**config.mk**
```make
export PLATFORM = sky130hd
export DESIGN_NAME = writeback_unit
export DESIGN_NICKNAME = d
export VERILOG_FILES = /design/src/rtl/writeback_unit.sv
export SDC_FILE = /design/constraint.sdc
export NUM_CORES = 1
export LEC_CHECK = 0
export ABC_AREA = 1
export CAP_MARGIN = 20
export CORE_MARGIN = 8
export CORE_UTILIZATION = 25
export CTS_CLUSTER_SIZE = 28
export DETAILED_ROUTE_END_ITERATION = 8
export MAX_ROUTING_LAYER = met4
export PLACE_DENSITY = 0.52
export SETUP_SLACK_MARGIN = 0.1
export SLEW_MARGIN = 20
export SYNTH_ARGS = -nofsm -noshare
export SYNTH_HDL_FRONTEND = slang
export SYNTH_SLANG_ARGS = --single-unit
```
**constraint.sdc**
```tcl
create_clock -name clk -period 14.5 [get_ports clk]
set_input_delay 4.35 -clock clk [delete_from_list [all_inputs] [get_ports clk]]
set_output_delay 4.35 -clock clk [all_outputs]
set_load 0.02 [all_outputs]
```
**src/rtl/writeback_unit.sv**
```systemverilog
// writeback_unit: in-order write-back buffer in front of the register file.
// Results are queued in a small FIFO and drained one per cycle into a
// registered write stage. Pending values are forwarded to the decode read
// ports so decode never sees stale register file data.
module writeback_unit #(
  parameter int XLEN  = 64,
  parameter int DEPTH = 4
) (
  input  logic                     clk,
  input  logic                     reset,
  input  logic                     in_valid,
  output logic                     in_ready,
  input  logic [4:0]               in_rd,
  input  logic [XLEN-1:0]          in_data,
  input  logic                     flush,
  output logic                     RegWrite,
  output logic [4:0]               rd,
  output logic [XLEN-1:0]          WriteData,
  input  logic [4:0]               rs1,
  input  logic [4:0]               rs2,
  output logic                     fwd1_valid,
  output logic [XLEN-1:0]          fwd1_data,
  output logic                     fwd2_valid,
  output logic [XLEN-1:0]          fwd2_data,
  output logic [$clog2(DEPTH):0]   count
);

  localparam int AW = $clog2(DEPTH);
  localparam int CW = AW + 1;

  logic [4:0]      mem_rd   [DEPTH];
  logic [XLEN-1:0] mem_data [DEPTH];
  logic [AW-1:0]   head;
  logic [AW-1:0]   tail;
  logic            push;
  logic            pop;

  // Readiness depends on occupancy only, so a full FIFO stalls even when a pop is due.
  assign in_ready = (count != CW'(DEPTH));
  // Writes to x0 complete the handshake but are never stored; flush beats are dropped.
  assign push = in_valid && in_ready && (in_rd != 5'd0) && !flush;
  assign pop  = (count != '0) && !flush;

  // FIFO storage, pointers, occupancy and the registered write stage.
  always_ff @(posedge clk or posedge reset) begin
    if (reset) begin
      head      <= '0;
      tail      <= '0;
      count     <= '0;
      RegWrite  <= 1'b0;
      rd        <= '0;
      WriteData <= '0;
      for (int i = 0; i < DEPTH; i++) begin
        mem_rd[i]   <= '0;
        mem_data[i] <= '0;
      end
    end else if (flush) begin
      // The write stage already showing RegWrite completes at this edge;
      // everything still queued is dropped.
      head     <= tail;
      count    <= '0;
      RegWrite <= 1'b0;
    end else begin
      if (push) begin
        mem_rd[tail]   <= in_rd;
        mem_data[tail] <= in_data;
        tail           <= tail + AW'(1);
      end
      if (pop) begin
        RegWrite  <= 1'b1;
        rd        <= mem_rd[head];
        WriteData <= mem_data[head];
        head      <= head + AW'(1);
      end else begin
        RegWrite  <= 1'b0;
      end
      count <= count + CW'(push) - CW'(pop);
    end
  end

  // Forwarding: scan oldest to youngest so the youngest matching entry wins;
  // the write stage is older than every queued entry, so it is checked first.
  always_comb begin
    logic [AW-1:0] idx;
    fwd1_valid = 1'b0;
    fwd1_data  = '0;
    fwd2_valid = 1'b0;
    fwd2_data  = '0;
    idx        = '0;
    if (RegWrite && (rs1 != 5'd0) && (rd == rs1)) begin
      fwd1_valid = 1'b1;
      fwd1_data  = WriteData;
    end
    if (RegWrite && (rs2 != 5'd0) && (rd == rs2)) begin
      fwd2_valid = 1'b1;
      fwd2_data  = WriteData;
    end
    for (int i = 0; i < DEPTH; i++) begin
      idx = head + AW'(i);
      if (CW'(i) < count) begin
        if ((rs1 != 5'd0) && (mem_rd[idx] == rs1)) begin
          fwd1_valid = 1'b1;
          fwd1_data  = mem_data[idx];
        end
        if ((rs2 != 5'd0) && (mem_rd[idx] == rs2)) begin
          fwd2_valid = 1'b1;
          fwd2_data  = mem_data[idx];
        end
      end
    end
  end

endmodule

```
======== Word-level counts from Yosys, hierarchy flattened ========
Cells that the tools add are included.
word-level totals
  register bits after elaboration ......... 353
  input port bits ......................... 83
  output and inout port bits .............. 204
  logic and storage cells ................. 143
cells by class
  add/subtract/negate cells ............... 6
  magnitude comparators ................... 10
  equal/unequal tests ..................... 11
  muxes and demuxes ....................... 71
  bitwise gates (word level) .............. 6
  reduce and logical (&&, ||, !) cells .... 25
operators with widths
  cell                 number
  $mux 64              27
  $bmux 64 s2          4
  $bwmux 256           1
  $demux 64 s2         1
  $eq 5x5->1           10
  $mux 5               9
  $bmux 5 s2           4
  $bwmux 20            1
  $mux 1               20
  $logic_and 1x1->1    17
  $ge 3x3->1 const B   5
  $not 2->3            5
  $reduce_bool 5->1    3
  $demux 5 s2          1
  $lt 1x3->1 const A   2
  $lt 2x3->1 const A   2
  $add 2x1->2 const B  2
  $add 2x2->2 const B  2
  $mux 2               2
  $reduce_and 2->1     2
  $add 3x1->3          1
  $lt 3x1->1 const B   1
  $mux 3               1
  $ne 3x3->1 const B   1
  other kinds (5)      5

======== Depth between registers and ports, before layout ========
  depth in word-level cells ............... 14
  gate-level depth with buffers ........... 17
  mapped depth without buffers ............ 14

======== Worst setup path before layout ========
OpenSTA, ideal clock, no wires.
  path type ............................... input -> output
  from .................................... in rs1[1]
  to ...................................... out fwd1_data[54]
  arrival ................................. 5.979 ns
  data required time ...................... 10.150 ns
  slack ................................... 4.171 ns
  cell stages on the path ................. 12
  path buffers ............................ 3
  path through ............................ inv_1 -> clkbuf_1 -> o22ai_1 -> a21oi_1 -> nand3_1 -> clkbuf_1 -> clkbuf_1 -> nor2_1 -> nand2_1 -> nand3_1 -> nand2_1 -> a21oi_1
between the ends
  cells in the longest elaborated chain, start to end .. 12
  elaborated cells between the ends (all ways) .. 21
  classes of those cells .................. eq/ne: 5; mux: 9; reduce/logical: 7
ends and longest elaborated chain
  item                            RTL line  RTL
  start, declared                 19        input logic [4:0] rs1,
  $reduce_bool 5->1               90, 101
  $logic_and 1x1->1 (2 in a row)  90        if (RegWrite && (rs1 != 5'd0) && (rd == rs1)) begin
  $mux 64                         90
  $mux 64                         101       if ((rs1 != 5'd0) && (mem_rd[idx] == rs1)) begin
  $mux 64                         100       if (CW'(i) < count) begin
  $mux 64                         101
  $mux 64                         100
  $mux 64                         101
  $mux 64                         100
  $mux 64                         101
  $mux 64 *                       100
  end, declared                   22        output logic [XLEN-1:0] fwd1_data,
Mark *: on every way between the ends. The rest lies on a longest branch, timed or not.

======== Worst setup path after layout ========
  from .................................... in rs1[1]
  to ...................................... out fwd1_data[8]
The elaborated chain is that of the path after synthesis.

==> out/metrics.yaml <==
grt.overflow.total: 0
netlist.area_leader.share: 0.322
cp_data_required_time_ns: 10.15
finalCoreUtilization: 0.300
worstPathArrival_ns: 8.26
power.density_cell_area_nw_per_um2: 252
place.detailed.instances: 5896
min-delay-start: "mem_data[203]$_DFFE_PP0P_"
clk_path_buf_depth: 3
grt_antenna_before_repair: 14
ir_drop_mv: 0.131
clock_insertion_delay_worst_skew_ns: 0.63
syn_avg_cell_area_um2: 6.12
synth_area_leaders: "sky130_fd_sc_hd__dfrtp_1 32%, sky130_fd_sc_hd__nand2_1 17%, sky130_fd_sc_hd__o21ai_0 14%"
setup.reg_to_reg.worst_slack_ns: 10.77
syn-cell-area_um2: 27500
reg2reg_from: "count[1]$_DFF_PP0_"
hpwlAfterDp_mm: 76.0
start_util: 0.252
stdcell_count: 5997
setup.worst_path.class: "in -> out"
finalHoldViolations: 0
worst_path_max_delay_cell: "sky130_fd_sc_hd__clkdlybuf4s50_1"
crit_buf_inv: 6
numCtsBuffers: 50
ios: 287
ctsHtreeMaxLevel: 2
post-synth-top-count-cell: "sky130_fd_sc_hd__nand2_1"
detailroute.via_count: 29744
cp.depth: 14
cts_resized: 0
drt_first_iter_violations: 2596
timing_worst_slew_pin_value_ns: 1.07
timing.final.setup_violations: 0
wl_per_cell_um: 19.9
fin_area_um2: 32700
clk_transition_reported_paths_ns: 0.05
yosysWarningCount: 0
max_stage_delay_ns: 0.69
grt_first_pass_wirelength_mm: 179
worst_hold_slack_ns: 0.523
post-synth-top-area-cell: "sky130_fd_sc_hd__dfrtp_1"
report.power.total_mw: 8.24
cts.hold.buffers_added: 0
synth.ff_latch_count: 353
clock.fmax_ghz: 0.0793
power.static_leakage_nw: 14.2
grt_setup_unrepaired: "no"
ys_async_rst_share: 1.00
port-buffer-count: 286
cp-start-kind: "primary input"
timing.critical_path.to: "fwd1_data[8]"
rr_worst_depth: 7
clock_sinks: 353
syn_nets: 4578
via_per_inst: 4.96
timing.final.ws_setup_ns: 1.89
cts_post_setup_buffers_inserted: 0
number_of_nets_at_the_end_of_the_flow: 4626
finalWeightedCongestion: 0.850
max_cap_viol_count: 0
path_max_fanout: 35
remaining_drc_errors: 0
placementRows: 121
die-width_um: 347
setup.worst_path.end_class: "primary output"
grt_usage: 0.195
vias_in_the_first_global_route: 28297
routed_wirelength_mm: 119
min_period_ns: 12.61
synth-edff-count: 0
area_post_placement_um2: 30900
synth.top_cells.by_count: "1,233 x sky130_fd_sc_hd__nand2_1, 754 x sky130_fd_sc_hd__o21ai_0, 749 x sky130_fd_sc_hd__nor2_1"
worstSetupStartpoint: "rs1[1]"
r2r_end: "mem_data[95]$_DFFE_PP0P_"
path_cells: "clkdlybuf4s50_1 > inv_1 > nand3_1 > nand2_1 > inv_1 > nand2_1 > nor2_4 > buf_4 > buf_4 > nand4_1 > nand3_1 > nand2_1 > a21oi_1 > clkdlybuf4s50_1"
largest_net_degree_at_the_start_of_global_routing: 203
floorplan.die_area_um2: 121000
dr.pass1.iters: 7
ant_nets: 0
timing.clock.skew_ns: 0.0235
final.period_utilization: 0.870
place_ws_ns: 1.97
timing.hold.worst.class: "reg -> reg"
areaGrowthSynthToFinish_pct: 19.1
fp.dieH_um: 347
run_status: "completed"
ys_types: 33
setup_tns_ns: 0
max_slew_margin: 0.287
drive_above_1_share: 0.0551
synth_seq_area_share: 0.322
floorplan.core_area_um2: 109000
worstHoldPathCells: 1
critPathTopFamily: "buffers and inverters"
ctsRootBufferMaster: "sky130_fd_sc_hd__clkbuf_16"
yosys_most_used_dff: "sky130_fd_sc_hd__dfrtp_1"
worst_path_most_repeated_cell: "sky130_fd_sc_hd__nand2_1"
syn_inst: 4486
tritoncts_clock_tree: "done"
timing_max_transition_violations_final: 0
[logic make-up after synthesis]
logic type      after synthesis  share of synthesized area
flops                       353                      0.322
simple gates               2379                      0.351
xor+xnor                      9                    0.00287
fa+ha+maj                     9                    0.00437
compound gates              938                      0.171
buf+inv                     729                      0.121
mux                          69                     0.0283
[power breakdown]
part | switching (mW) | internal, mW | leakage, nW | total [mW]
Combinational | 3.59 | 1.49 | 9.00 | 5.08
Clock | 0.517 | 0.813 | 0.854 | 1.33
Sequential | 0.350 | 1.47 | 4.32 | 1.82
[area by class of cell]
type / instances / area (um^2)
Fill cell: 11895 / 76200
Tap cell: 1414 / 1770
Clock buffer: 70 / 1480
Sequential cell: 353 / 8840
Inverter: 377 / 1430
Multi-Input combinational cell: 3404 / 15500
Timing Repair Buffer: 348 / 3400
Clock inverter: 21 / 272
Antenna cell: 10 / 25.0
[sequential cells by signal (all words and copies together), names as in the netlist]
signal and flops:
mem_data 256, WriteData 64, mem_rd 20, rd 5
count 3, head 2, tail 2, RegWrite 1
[worst min-delay path by stage]
stage / end / slack, ns
finish: mem_data[203]$_DFFE_PP0P_ / 0.52
global placement: mem_data[209]$_DFFE_PP0P_ / 0.51
global route: mem_data[235]$_DFFE_PP0P_ / 0.55
floorplan: mem_data[192]$_DFFE_PP0P_ / 0.50
CTS: mem_data[209]$_DFFE_PP0P_ / 0.53
detailed placement: mem_data[209]$_DFFE_PP0P_ / 0.51
[worst reg2reg max path, stage by stage (launching register included)]
cell                      delay (ns)
sky130_fd_sc_hd__dfrtp_1        0.45
sky130_fd_sc_hd__nor2_1         0.09
sky130_fd_sc_hd__nand2_1        0.09
sky130_fd_sc_hd__nand4_1        0.57
sky130_fd_sc_hd__nor2_4         0.65
sky130_fd_sc_hd__buf_4          0.63
sky130_fd_sc_hd__buf_4          0.78
sky130_fd_sc_hd__o21ai_0        0.30
[cells in the final DEF, fill, tap and decap left out, types with 12 or more instances in the layout]
master	instances
sky130_fd_sc_hd__a21oi_1	134
sky130_fd_sc_hd__buf_4	56
sky130_fd_sc_hd__clkbuf_16	51
sky130_fd_sc_hd__clkbuf_8	13
sky130_fd_sc_hd__clkdlybuf4s50_1	286
sky130_fd_sc_hd__dfrtp_1	351
sky130_fd_sc_hd__inv_1	368
sky130_fd_sc_hd__mux2_2	69
sky130_fd_sc_hd__nand2_1	1232
sky130_fd_sc_hd__nand3_1	183
sky130_fd_sc_hd__nand4_1	131
sky130_fd_sc_hd__nor2_1	740
sky130_fd_sc_hd__nor2_4	12
sky130_fd_sc_hd__nor3_1	65
sky130_fd_sc_hd__o21ai_0	754
sky130_fd_sc_hd__o21ai_1	45
[metal layers]
layer	vias up	part of all wire	wire length, um	global-route usage
met5	-	0	0	-
met4	0	0.031	3740	0.0702
met3	208	0.078	9320	0.0405
met2	1204	0.46	54300	0.309
met1	13841	0.43	51800	0.247
li1	14491	-	-	-
(Power assumes the default switching activity.)
